$ cat src/rtl/mem_arb_pkg.sv
// rtl/mem_arb_pkg.sv - shared types and defaults for the RAM access arbiter
// Purpose: FSM state and owner encodings, default RAM geometry and the
//          starvation counter width used by mem_access_arbiter.
package mem_arb_pkg;

  localparam int ADDR_W_DFLT = 7;
  localparam int DATA_W_DFLT = 8;
  localparam int STARVE_W    = 4;

  typedef enum logic [1:0] {
    IDLE    = 2'd0,
    ACCESS  = 2'd1,
    CAPTURE = 2'd2
  } arb_state_t;

  typedef enum logic {
    OWN_I = 1'b0,
    OWN_H = 1'b1
  } owner_t;

endpackage

$ cat src/rtl/mem_access_arbiter.sv
// rtl/mem_access_arbiter.sv - two-requester arbiter for a single-port 128x8 RAM
// Purpose: shares one RAM port between the I2C datapath (I, priority) and a
//          host register port (H), with a starvation guard so H always gets a
//          slot. One access per three clocks: IDLE -> ACCESS -> CAPTURE.
// Ports:
//   clk, rst_n                      clock, async active-low reset
//   i_req/i_we/i_addr/i_wdata       I command (held until i_gnt)
//   i_gnt/i_rvalid/i_rdata          I grant pulse, read-valid pulse, read data
//   h_req/h_we/h_addr/h_wdata       H command (held until h_gnt)
//   h_gnt/h_rvalid/h_rdata          H grant pulse, read-valid pulse, read data
//   ram_addr/ram_wren/ram_wdata     registered RAM command
//   ram_rddata                      RAM read data, one clock after ram_addr
module mem_access_arbiter
  import mem_arb_pkg::*;
#(
  parameter int ADDR_W      = ADDR_W_DFLT,
  parameter int DATA_W      = DATA_W_DFLT,
  parameter int I_BURST_MAX = 4
) (
  input  logic              clk,
  input  logic              rst_n,
  input  logic              i_req,
  input  logic              i_we,
  input  logic [ADDR_W-1:0] i_addr,
  input  logic [DATA_W-1:0] i_wdata,
  output logic              i_gnt,
  output logic              i_rvalid,
  output logic [DATA_W-1:0] i_rdata,
  input  logic              h_req,
  input  logic              h_we,
  input  logic [ADDR_W-1:0] h_addr,
  input  logic [DATA_W-1:0] h_wdata,
  output logic              h_gnt,
  output logic              h_rvalid,
  output logic [DATA_W-1:0] h_rdata,
  output logic [ADDR_W-1:0] ram_addr,
  output logic              ram_wren,
  output logic [DATA_W-1:0] ram_wdata,
  input  logic [DATA_W-1:0] ram_rddata
);

  localparam logic [STARVE_W-1:0] BURST_LIM  = STARVE_W'(I_BURST_MAX);
  localparam logic [STARVE_W-1:0] STARVE_SAT = '1;

  arb_state_t          state, state_nxt;
  owner_t              owner, win_owner;
  logic                win_valid;
  logic                we_q;
  logic [STARVE_W-1:0] starve_cnt;

  always_ff @(posedge clk or negedge rst_n) begin
    if (!rst_n) state <= IDLE;
    else        state <= state_nxt;
  end

  // Arbitration only happens in IDLE; I wins ties unless H has waited
  // through I_BURST_MAX consecutive I grants.
  always_comb begin
    state_nxt = state;
    win_valid = 1'b0;
    win_owner = OWN_I;
    case (state)
      IDLE: begin
        if (i_req && (!h_req || starve_cnt != BURST_LIM)) begin
          win_valid = 1'b1;
          win_owner = OWN_I;
        end else if (h_req) begin
          win_valid = 1'b1;
          win_owner = OWN_H;
        end
        if (win_valid) state_nxt = ACCESS;
      end
      ACCESS:  state_nxt = CAPTURE;
      CAPTURE: state_nxt = IDLE;
      default: state_nxt = IDLE;
    endcase
  end

  // Grants decode straight from registered state, so reset kills them at once.
  assign i_gnt = (state == ACCESS) && (owner == OWN_I);
  assign h_gnt = (state == ACCESS) && (owner == OWN_H);

  always_ff @(posedge clk or negedge rst_n) begin
    if (!rst_n) begin
      owner      <= OWN_I;
      we_q       <= 1'b0;
      ram_addr   <= '0;
      ram_wdata  <= '0;
      ram_wren   <= 1'b0;
      i_rvalid   <= 1'b0;
      h_rvalid   <= 1'b0;
      i_rdata    <= '0;
      h_rdata    <= '0;
      starve_cnt <= '0;
    end else begin
      i_rvalid <= 1'b0;
      h_rvalid <= 1'b0;
      case (state)
        IDLE: begin
          if (win_valid) begin
            owner     <= win_owner;
            we_q      <= (win_owner == OWN_H) ? h_we    : i_we;
            ram_addr  <= (win_owner == OWN_H) ? h_addr  : i_addr;
            ram_wdata <= (win_owner == OWN_H) ? h_wdata : i_wdata;
            ram_wren  <= (win_owner == OWN_H) ? h_we    : i_we;
          end
          if ((win_valid && win_owner == OWN_H) || !h_req)
            starve_cnt <= '0;
          else if (win_valid && starve_cnt != STARVE_SAT)
            starve_cnt <= starve_cnt + 1'b1;
        end
        ACCESS: ram_wren <= 1'b0;
        CAPTURE: begin
          // RAM data for the address presented in ACCESS is valid now.
          if (!we_q) begin
            if (owner == OWN_H) begin
              h_rdata  <= ram_rddata;
              h_rvalid <= 1'b1;
            end else begin
              i_rdata  <= ram_rddata;
              i_rvalid <= 1'b1;
            end
          end
        end
        default: ram_wren <= 1'b0;
      endcase
    end
  end

  a_gnt_onehot: assert property (@(posedge clk) disable iff (!rst_n)
    !(i_gnt && h_gnt));
  a_wren_access: assert property (@(posedge clk) disable iff (!rst_n)
    ram_wren |-> (state == ACCESS));
  a_i_cmd_stable: assert property (@(posedge clk) disable iff (!rst_n)
    (i_req && !i_gnt) |=> (!i_req || $stable({i_we, i_addr, i_wdata})));
  a_h_cmd_stable: assert property (@(posedge clk) disable iff (!rst_n)
    (h_req && !h_gnt) |=> (!h_req || $stable({h_we, h_addr, h_wdata})));

endmodule

$ cat config.mk
export PLATFORM = sky130hd
export DESIGN_NAME = mem_access_arbiter
export DESIGN_NICKNAME = d
export VERILOG_FILES = /design/src/rtl/mem_arb_pkg.sv /design/src/rtl/mem_access_arbiter.sv
export SDC_FILE = /design/constraint.sdc
export NUM_CORES = 1
export LEC_CHECK = 0
export BUFFER_PORTS_ARGS = -buffer_cell sky130_fd_sc_hd__buf_2
export CAP_MARGIN = 5
export CELL_PAD_IN_SITES_DETAIL_PLACEMENT = 1
export CELL_PAD_IN_SITES_GLOBAL_PLACEMENT = 1
export CORE_ASPECT_RATIO = 0.5
export CORE_MARGIN = 2
export CORE_UTILIZATION = 39
export DETAILED_ROUTE_END_ITERATION = 12
export HOLD_SLACK_MARGIN = 0.1
export PLACE_DENSITY_LB_ADDON = 0.1
export SLEW_MARGIN = 20
export SYNTH_ARGS = -nofsm -noshare
export SYNTH_HDL_FRONTEND = slang
export SYNTH_SLANG_ARGS = --single-unit
$ cat constraint.sdc
create_clock -name clk -period 3.2 [get_ports clk]
set_input_delay 0 -clock clk [delete_from_list [all_inputs] [get_ports clk]]
set_output_delay 0 -clock clk [all_outputs]
set_load 0.02 [all_outputs]
## Word level (Yosys, flattened, before mapping)

Index checks and enable logic that the tools add are counted.

| storage, ports and cells | value |
|---|---|
| bits in registers | 42 |
| input bits | 44 |

| cells by class | value |
|---|---|
| $add $sub $neg | 1 |
| eq/ne operators | 6 |
| muxes and demuxes | 21 |
| bitwise logic cells | 3 |
| reductions and logical operators | 15 |

Operators by type and width:

| kind | number |
|---|---|
| 1-bit two-way mux | 14 |
| 4-bit two-way mux | 2 |
| 8-bit two-way mux | 1 |
| 7-bit two-way mux | 1 |
| 2-bit AND reduction | 3 |
| 3-bit AND reduction | 2 |
| 1-bit logical AND | 5 |
| 4-bit by 1-bit adder with 4-bit output (second input constant) | 1 |
| 4-bit by 3-bit inequality test with 1-bit output (second input constant) | 1 |
| 4-bit inequality test (second input constant) | 1 |
| 2-bit case mux with 2 select lines | 1 |
| 1-bit inverter | 3 |
| 2-bit by 1-bit equality test with 1-bit output (second input constant) | 1 |
| 2-bit equality test (second input constant) | 1 |
| 2-bit zero test | 1 |
| 1-bit logical OR | 2 |
| 2-bit two-way mux | 1 |
| 2-bit by 1-bit inequality test with 1-bit output (second input constant) | 1 |
| 2-bit inequality test (second input constant) | 1 |
| 1-bit case mux with 2 select lines | 1 |
| 2-bit nonzero test | 1 |
| 1-bit zero test | 1 |

## Depth between registers and ports, before layout

| depth | value |
|---|---|
| depth in word-level cells | 10 |
| mapped depth | 6 |
| mapped depth without buffers | 5 |

## Worst setup path before layout

Ideal clock, no wire load.

| timing path | value |
|---|---|
| kind | flip-flop to flip-flop |
| start | register state[0] |
| end | register ram_addr[0] |
| setup time | 0.130 ns |
| arrival time | 1.342 ns |
| data required time | 3.070 ns |
| slack | 1.728 ns |
| stages on the path, launching flop included | 7 |
| path buffers | 3 |
| clock period less this slack | 1.472 ns |
| cell sequence | dfrtp_1 > buf_6 > or2_1 > buf_6 > a211oi_4 > buf_6 > a221oi_1 |

| on the way | value |
|---|---|
| longest elaborated chain between the ends | 3 |

Ends and longest elaborated chain:

| element | RTL line | source |
|---|---|---|
| from (decl) | mem_access_arbiter.sv:45 | `arb_state_t state, state_nxt;` |
| from (signal assigned) | mem_access_arbiter.sv:53 | `else state <= state_nxt;` |
| 2-bit zero test (*) | mem_access_arbiter.sv:62, mem_access_arbiter.sv:98 |  |
| 1-bit two-way mux | mem_access_arbiter.sv:62 | `case (state)` |
| 7-bit two-way mux or 2-bit AND reduction (tied branches) | n/a |  |
| to (signal assigned) | mem_access_arbiter.sv:103 | `ram_addr <= (win_owner == OWN_H) ? h_addr : i_addr;` |
| to (decl) | mem_access_arbiter.sv:36 | `output logic [ADDR_W-1:0] ram_addr,` |

Mark *: on every way between the ends. The rest lies on a longest branch, timed or not.
A chain may end at the register's enable or synchronous reset.

## Worst setup path after layout

| timing path | value |
|---|---|
| start | register state[1] |
| end | register ram_addr[5] |

The elaborated chain is that of the path after synthesis.

==> metrics.md <==
| Metric | Value |
|---|---|
| Total negative setup slack | 0 ps |
| R2R depth | 4 |
| Crit path time final | 2490 ps |
| Crit start category | register |
| Synth warn | 0 |
| First-pass GRT wire length | 8780 µm |
| FF+latch count, synth | 42 |
| Vias in the first global route | 1780 |
| Largest net degree at the start of global routing | 43 |
| DRT antenna net count | 0 |
| Worst hold stages | 2 |
| P_int | 1600 µW |
| Async S/R FF share, synth | 100% |
| WS Path Type | reg2reg |
| ANT cells | 0 |
| Final hold vios | 0 |
| Postcts setup bufs | 0 |
| Number of flops mapped to enable cells by yosys | 0 |
| PortBufs | 79 |
| Layout area overhead | 45.4% |
| Max cap viols | 0 |
| Avg Inst Size Synth | 11.2 µm² |
| Slew headroom | a little under 40% |
| Crit. Startpoint | state[1] |
| Die Area | 5780 µm² |
| Least-Margin Pin Slew | a little over 900 ps |
| Worst hold path type | in2reg |
| CTS Sinks | 42 |
| Leak Pwr | 0.00145 µW |
| First-pass detailed-route iteration total | 4 |
| Critical Path End Type | register |
| Root buf cell | clkbuf_8 |
| Clk_skew | 7.54 ps |
| Synth cell types | 38 |
| WL final | 5580 µm |
| Largest cells by area after synthesis | dfrtp_1 52%, mux2_2 9.5%, inv_1 6.2% |
| Clk pwr share | 16.1% |
| Top-area cell type share of the netlist area | 52.3% |
| FF-to-FF End | ram_addr[5] |
| Final setup violation count | 0 |
| # IOs | 80 |
| Critical Path AT | about 2700 ps |
| Ys flop type | dfrtp_1 |
| Final Power | between 2000 and 3000 µW |
| Seq/Total Area, Yosys | 52.3% |
| Grt ovf | 0 |
| Sequential group share of total power | 35.6% |
| Die extent in x | 106 µm |
| Switching power | 1020 µW |
| Peak Freq | 401 MHz |
| Gate power share | roughly half |
| Post-synthesis cell area | ~2000 µm² |
| Yosys top cell by area | dfrtp_1 |
| Post-Syn Instances | 180 |
| Rows | 18 |
| H-tree depth | 2 |
| Height of the die | 54.8 µm |
| Final Max Tran Viols | 0 |
| Total track usage | 20.0% |
| Max clock buf depth | 2 |
| Wire per inst | 15.3 µm |
| Share of cells above drive strength 1 | 38.0% |
| Initial DRC count | 73 |
| Post-synth net total | 226 |
| RR Startpoint | state[1] |
| Worst Path Required | 3370 ps |
| Vias per Instance | 4.93 |
| Core Region | 4950 µm² |
| Final net count | 341 |
| R2R setup slack | 710 ps |
| Cts bufs inserted | 5 |
| Tcrit/Tclk final | just under 80% |
| Starting Density | 40.6% |
| DR vias | 1800 |
| Hpwl dp | between 3000 and 4000 µm |
| RSZ-0062 raised after global routing | false |
| Fillcell total | 559 |
| Initial antenna violation count | 0 |
| Pwr Density | 895 nW/µm² |
| Crit path capture | ram_addr[5] |
| Number of remaining DRC errors | 0 |
| Switching share of power | 39.1% |
| Run status | finished clean |
| Worst-skew pair later-pin latency | 290 ps |
| GPL Wtd Cong | approximately 0.80 |
| CTS tree | done |
| Worst VDD drop | between 300 and 400 µV |
| Crit-path max FO | 14 |
| Reg clk slew, reported paths | about 80 ps |
==> how the worst min path moves through the flow <==
stage | start | endpoint | slack [ps]
after global placement | rst_n | i_rdata[2] | 190
after CTS | h_req | ram_addr[6] | 140
final | h_req | ram_addr[6] | 150
after floorplan | rst_n | h_rdata[0] | -300
after detailed placement | rst_n | i_rdata[2] | 200
after global routing | h_req | ram_wdata[7] | 150
==> cell type report <==
type | count | area (µm²) | area share, %
inverters | 33 | 124 | 4.24
multi-input cells | 94 | 756 | 25.8
clock buffers | 6 | 82.6 | 2.82
well taps | 70 | 87.6 | 3.00
clock inverters | 1 | 30.0 | 1.03
flip-flops and latches | 42 | 1050 | 35.9
repair buffers | 119 | 793 | 27.1
==> cell usage in the layout (no fill, tap or decap), types with 2 or more instances in the layout <==
master | Yosys | routed
a21oi_1 | 16 | 16
a221oi_1 | 12 | 12
a31oi_1 | 3 | 3
a32oi_1 | 3 | 3
and4_1 | 2 | 2
buf_2 | 3 | 79
clkbuf_8 | 0 | 6
dfrtp_1 | 42 | 42
dlygate4sd3_1 | 0 | 39
ha_1 | 2 | 2
inv_1 | 33 | 33
mux2_2 | 17 | 17
nand2_1 | 2 | 2
nor2_1 | 7 | 7
nor3_1 | 4 | 4
nor3b_1 | 2 | 2
o21ai_0 | 3 | 3
o221a_2 | 3 | 3
==> synth_stat cells, drive strengths merged (2+ instances only) <==
| cell type | count |
|---|---|
| a21oi | 16 |
| inv | 33 |
| or2 | 2 |
| o221a | 3 |
| dfrtp | 42 |
| mux2 | 17 |
| nor3b | 2 |
| nor3 | 4 |
| and4 | 2 |
| nand2 | 2 |
| o21ai | 3 |
| a21boi | 2 |
| ha | 2 |
| a32oi | 3 |
| buf | 9 |
| a31oi | 3 |
| clkbuf | 2 |
| nor2 | 7 |
| a221oi | 13 |
==> flip-flops by register name, summed over array words and instances, names as in the netlist <==
register,count
we_q,1
ram_wdata,8
h_rvalid,1
starve_cnt,4
i_rdata,8
ram_wren,1
state,2
h_rdata,8
i_rvalid,1
owner,1
ram_addr,7
==> stage by stage <==
stage / area (µm²) / hold WS (ps) / setup slack, ps / util [%] / std cells
6_report: 2920 / 152 / 709 / 59.0 / 365
5_1_grt: 2920 / 150 / 535 / 59.0 / 365
4_1_cts: 2920 / 138 / 747 / 59.0 / 365
3_5_place_dp: 2420 / 203 / 1290 / 48.9 / 319
3_3_place_gp: 2420 / 190 / 1430 / 48.9 / 319
2_1_floorplan: 2010 / -296 / 1730 / - / 180
==> power by group through the flow <==
stage                     Combinational [µW]  Clock, µW  Sequential, µW
after CTS                               1260        436             931
after global routing                    1380        461             969
after detailed placement                1090          0             938
final                                   1260        422             933
after global placement                  1070          0             929
after floorplan                          540          0            1150
==> cell families after synthesis <==
| group | synth area share, % |
|---|---|
| AOI/OAI and AO/OA | 18.4 |
| adders and majority gates | 1.24 |
| buffers and inverters | 10.1 |
| DFF | 52.3 |
| muxes | 9.52 |
| and+or+nand+nor | 8.40 |
==> metal layers <==
metal,vias to the layer above,track usage (%),share of wire (%)
met2,59,36.1,46
li1,868,-,-
met4,0,2.63,0.30
met3,4,5.71,6.1
met5,-,0,0
met1,869,25.2,48
==> repair_timing <==
action,CTS,global route
hold buffers,39,0
gates resized for setup,0,0
endpoints found under the hold margin,75,0
==> critical path: stages (launching register included) <==
cell and delay (ps):
dfrtp_1 500, nor3b_1 370, a21boi_2 650, a221oi_1 210, dlygate4sd3_1 630
Power figures use the tool's default switching activity.
